**config.mk**
```make
export PLATFORM = sky130hd
export DESIGN_NAME = multicycle_serial_adder_ctrl
export DESIGN_NICKNAME = d
export VERILOG_FILES = /design/src/rtl/multicycle_serial_adder_ctrl.sv
export SDC_FILE = /design/constraint.sdc
export NUM_CORES = 1
export LEC_CHECK = 0
export CELL_PAD_IN_SITES_DETAIL_PLACEMENT = 0
export CELL_PAD_IN_SITES_GLOBAL_PLACEMENT = 2
export CORE_AREA = 2 2 72 74
export DETAILED_ROUTE_END_ITERATION = 8
export DIE_AREA = 0 0 74 76
export GPL_TIMING_DRIVEN = 0
export HOLD_SLACK_MARGIN = 0.05
export PLACE_DENSITY = 0.82
export SKIP_CTS_REPAIR_TIMING = 1
export SYNTH_ARGS = -nofsm -noshare
export SYNTH_HDL_FRONTEND = slang
export SYNTH_SLANG_ARGS = --single-unit
```
**constraint.sdc**
```tcl
create_clock -name clk -period 1.6 [get_ports clk]
set_input_delay 0.4 -clock clk [delete_from_list [all_inputs] [get_ports clk]]
set_output_delay 0.4 -clock clk [all_outputs]
set_load 0.01 [all_outputs]
```
**src/rtl/multicycle_serial_adder_ctrl.sv**
```systemverilog
// -----------------------------------------------------------------------------
// multicycle_serial_adder_ctrl
//
// Bit-serial adder with a small control FSM. One start request captures two
// WIDTH-bit operands and a carry-in. The operands are then added LSB first,
// one bit per clock, through a single 1-bit full-adder cell. The cell is fed
// from two operand shift registers and a carry flip-flop. After WIDTH
// run cycles the assembled result and the final carry are copied to the
// output registers. At the same time a one-cycle done pulse is raised.
//
// Ports
//   clk    in   1      single clock, rising edge
//   rst_n  in   1      asynchronous active-low reset
//   start  in   1      begin an addition (accepted only while busy is low)
//   a      in   WIDTH  operand A, captured on acceptance
//   b      in   WIDTH  operand B, captured on acceptance
//   cin    in   1      carry-in, captured on acceptance
//   busy   out  1      high while the addition is running
//   done   out  1      one-cycle pulse: sum/cout hold a fresh result
//   sum    out  WIDTH  (a + b + cin) mod 2^WIDTH of the last completed op
//   cout   out  1      carry out of bit WIDTH-1 of the last completed op
// -----------------------------------------------------------------------------
module multicycle_serial_adder_ctrl #(
    parameter int WIDTH = 8
) (
    input  logic             clk,
    input  logic             rst_n,
    input  logic             start,
    input  logic [WIDTH-1:0] a,
    input  logic [WIDTH-1:0] b,
    input  logic             cin,
    output logic             busy,
    output logic             done,
    output logic [WIDTH-1:0] sum,
    output logic             cout
);

    // Counter wide enough to hold 0..WIDTH.
    localparam int CW = $clog2(WIDTH + 1);
    // The counter value seen on the WIDTH-th run edge.
    localparam logic [CW-1:0] LAST_COUNT = CW'(WIDTH - 1);

    typedef enum logic [1:0] {
        IDLE = 2'd0,
        RUN  = 2'd1,
        DONE = 2'd2
    } state_t;

    state_t           state_reg;
    logic [WIDTH-1:0] a_sr_reg;
    logic [WIDTH-1:0] b_sr_reg;
    logic [WIDTH-1:0] res_sr_reg;
    logic             carry_reg;
    logic [CW-1:0]    count_reg;
    logic             busy_reg;
    logic             done_reg;
    logic [WIDTH-1:0] sum_reg;
    logic             cout_reg;

    // The single full-adder cell, working on the current LSBs.
    logic             fa_sum;
    logic             fa_carry;
    logic [WIDTH-1:0] res_next;

    assign fa_sum   = a_sr_reg[0] ^ b_sr_reg[0] ^ carry_reg;
    assign fa_carry = (a_sr_reg[0] & b_sr_reg[0]) |
                      (a_sr_reg[0] & carry_reg)   |
                      (b_sr_reg[0] & carry_reg);

    // Result bits enter at the MSB and move right. After WIDTH shifts the
    // first (LSB) result bit has reached position 0.
    assign res_next = {fa_sum, res_sr_reg[WIDTH-1:1]};

    always_ff @(posedge clk or negedge rst_n) begin
        if (!rst_n) begin
            state_reg  <= IDLE;
            a_sr_reg   <= '0;
            b_sr_reg   <= '0;
            res_sr_reg <= '0;
            carry_reg  <= 1'b0;
            count_reg  <= '0;
            busy_reg   <= 1'b0;
            done_reg   <= 1'b0;
            sum_reg    <= '0;
            cout_reg   <= 1'b0;
        end else begin
            case (state_reg)
                // IDLE and DONE both accept a new request. From DONE this
                // gives back-to-back operation with no idle gap. The done
                // pulse drops on every exit from DONE.
                IDLE, DONE: begin
                    done_reg <= 1'b0;
                    if (start) begin
                        a_sr_reg  <= a;
                        b_sr_reg  <= b;
                        carry_reg <= cin;
                        count_reg <= '0;
                        state_reg <= RUN;
                        busy_reg  <= 1'b1;
                    end else begin
                        state_reg <= IDLE;
                        busy_reg  <= 1'b0;
                    end
                end

                // start is deliberately not looked at here. sum/cout stay
                // frozen until the last bit is produced.
                RUN: begin
                    res_sr_reg <= res_next;
                    carry_reg  <= fa_carry;
                    a_sr_reg   <= {1'b0, a_sr_reg[WIDTH-1:1]};
                    b_sr_reg   <= {1'b0, b_sr_reg[WIDTH-1:1]};
                    count_reg  <= count_reg + CW'(1);
                    if (count_reg == LAST_COUNT) begin
                        sum_reg   <= res_next;
                        cout_reg  <= fa_carry;
                        state_reg <= DONE;
                        busy_reg  <= 1'b0;
                        done_reg  <= 1'b1;
                    end
                end

                default: begin
                    state_reg <= IDLE;
                    busy_reg  <= 1'b0;
                    done_reg  <= 1'b0;
                end
            endcase
        end
    end

    // busy/done are flops updated together with state_reg, so they always
    // equal (state==RUN) and (state==DONE) and cannot glitch.
    assign busy = busy_reg;
    assign done = done_reg;
    assign sum  = sum_reg;
    assign cout = cout_reg;

endmodule
```
==> flow_summary_export.csv <==
group,metric,value,unit
setup_path,crit_type,"flop to flop",
logic_synthesis,ys_types,21,
power_and_ir_drop,intPower,2.87,mW
routing,final_antenna_net_count,0,
placement,routabilityCongestion,0.732,
logic_synthesis,synth-edff-count,0,
placement,portBuffers,30,
timing,rsz0062_at_grt,"true",
final_layout,finalNetCount,173,
power_and_ir_drop,p_seq_frac,0.421,
timing,setup_viol,0,
die,die_area,5620,sq um
logic_synthesis,synth_cells,113,
logic_synthesis,yosysWarnings,0,
min_path,hold_path.class,"input port to async pin",
flow_run,max_cap_violations,0,
die,io_pins,31,
clocking,path_clk_slew,0.07,ns
logic_synthesis,yosysSeqAreaShare,0.602,
placement,dp_hpwl,2.13,mm
logic_synthesis,synthArstFlopShare,1.00,
timing,fin_crit_sh,0.980,
placement,dp_slack,-0.152,ns
logic_synthesis,syn_nets,135,
timing,timing.fmax,638,MHz
timing,slew_viol_final,0,
die,core,4910,sq um
timing,worst_slew_pin_slew,0.882,ns
grt,gr-total-overflow,0,
routing,drt_iter0_drc,70,
routing,drtPass1Iterations,4,
clocking,root_buffer,"clkbuf_8",
final_layout,n_antenna_cell,0,
clocking,ctsHtreeMaxLevel,2,
grt,grt_max_degree,41,
timing,skew,0.00497,ns
final_layout,fill_cells,458,
setup_path,crit_path_end_kind,"flop",
routing,viasPerCell,4.64,
setup_path,setup.worst_path.start_class,"flop",
clocking,cts.sinks,40,
final_layout,post-route-util,0.443,
grt,antenna_found_initial,0,
logic_synthesis,yosys.area.top_type,"dfrtp_1",
clocking,cts-buffers-inserted,5,
logic_synthesis,post-synth-top-count-cell,"dfrtp_1",
power_and_ir_drop,leakage,1.17,nW
timing,fin_ws,0.0319,ns
setup_path,required,1.78,ns
logic_synthesis,syn_area,1660,sq um
die,die_h,76,microns
power_and_ir_drop,power.total,4.16,mW
routing,drc,0,
clocking,cts_tree,"yes",
die,start_util,0.339,
final_layout,stdcell_area,2180,sq um
placement,dpl_cell_area,2050,sq um
status,status,"complete, no violations",
routing,avgRoutedWirePerCell,13.9,microns
logic_synthesis,synth_top_cell_area_share,0.602,
power_and_ir_drop,power.density,1910,nW/um^2
timing,finalCriticalPeriod,1.57,ns
routing,finalWirelength,3.08,mm
clocking,cts.path.max_buffers,2,
power_and_ir_drop,p_comb_frac,0.416,
setup_path,arrival,1.75,ns
timing,relSlewSlack,0.412,
logic_synthesis,synth_ff_type,"dfrtp_1",
setup_path,crit_fanout,10,
logic_synthesis,ys_seq_elements,40,
die,die_w,74,microns
grt,grt_pass1_wl,5.38,mm
power_and_ir_drop,swShare,0.311,
die,rows,26,
power_and_ir_drop,vdd_drop_max,0.000515,V
logic_synthesis,ys_top_cells_by_area,"dfrtp_1 (60%), mux2_2 (11%), a22o_1 (10%)",
final_layout,area_growth,30.9,%
timing,tns,0,ns
logic_synthesis,synthTopCellsByCount,"dfrtp_1 (40), a22o_1 (19), a21o_1 (16), mux2_2 (16), buf_2 (3)",
power_and_ir_drop,clkPwrFrac,0.163,
grt,track_usage,0.126,
final_layout,drive_above_1_share,0.243,
clocking,clock_latency,0.29,ns
logic_synthesis,synth.avg_cell_area,14.7,sq um
power_and_ir_drop,switching_power,1.30,mW
timing,hold_viol,0,
grt,grt_pass1_vias,1114,
routing,dr_total_vias,1029,
[power by group through the flow]
stage | registers, mW | clock network (mW) | logic, mW
global placement | 1.77 | 0 | 1.72
CTS | 1.77 | 0.698 | 1.78
floorplan | 1.78 | 0 | 1.18
global route | 1.83 | 0.749 | 1.91
detailed placement | 1.79 | 0 | 1.77
finish | 1.75 | 0.677 | 1.73
[layer usage]
layer	track usage	share of wire	vias up
li1	-	-	495
met1	0.172	0.48	509
met2	0.185	0.46	20
met3	0.0397	0.039	5
met4	0.0545	0.021	0
met5	0	0	-
[logic make-up (layout without fill, tap and decap cells)]
family          count (synthesis)  after routing  share of synthesized area
mux                            18             18                      0.120
buf+inv                         7             46                     0.0316
xor+xnor                        1              1                    0.00527
compound gates                 36             36                      0.178
simple gates                    9              9                     0.0436
fa+ha+maj                       2              2                     0.0196
flops                          40             40                      0.602
[path summary, 6_finish.rpt]
check                              from     endpoint  slack (ns)  depth (start not counted)
setup / recovery           count_reg[0]       sum[2]        0.03                          5
hold / removal                    rst_n  a_sr_reg[7]        0.23                          1
setup reg to reg           count_reg[0]       sum[2]        0.03                          5
hold reg to reg             b_sr_reg[1]  b_sr_reg[1]        0.48                          1
max in group asynchronous         rst_n       sum[5]        0.81                          1
min in group clk            b_sr_reg[1]  b_sr_reg[1]        0.48                          1
[through the flow]
| step | hold WS [ns] | instances |
|---|---|---|
| floorplan | 0.104 | 113 |
| CTS | 0.256 | 221 |
| global route | 0.298 | 222 |
| detailed placement | 0.466 | 213 |
| global placement | 0.461 | 213 |
| finish | 0.230 | 222 |
[layout by cell type, fill, tap and decap left out, types with 2 or more instances in the layout]
cell type        synthesis  layout
buf_4                    2       2
dfrtp_1                 40      40
a21o_1                  16      16
buf_2                    3       4
dlymetal6s2s_1           0      11
clkbuf_8                 0       6
clkdlybuf4s50_1          0      18
mux2i_1                  2       2
a22o_1                  19      19
mux2_2                  16      16
clkbuf_1                 0       2
buf_6                    2       3
[area by class of cell]
class	count	area, sq um	area share
plain buffers	7	56.3	0.0259
flip-flops and latches	40	1000	0.460
clock buffers	8	90.1	0.0414
well taps	70	87.6	0.0402
multi-input cells	66	612	0.281
repair buffers	31	330	0.152
[critical path: stages, from the launching register on]
cell,delay (ns)
dfrtp_1,0.39
ha_2,0.20
nand3b_1,0.14
nor3b_2,0.22
buf_6,0.18
mux2_2,0.34
No activity file was read; power rests on OpenSTA's default activity.
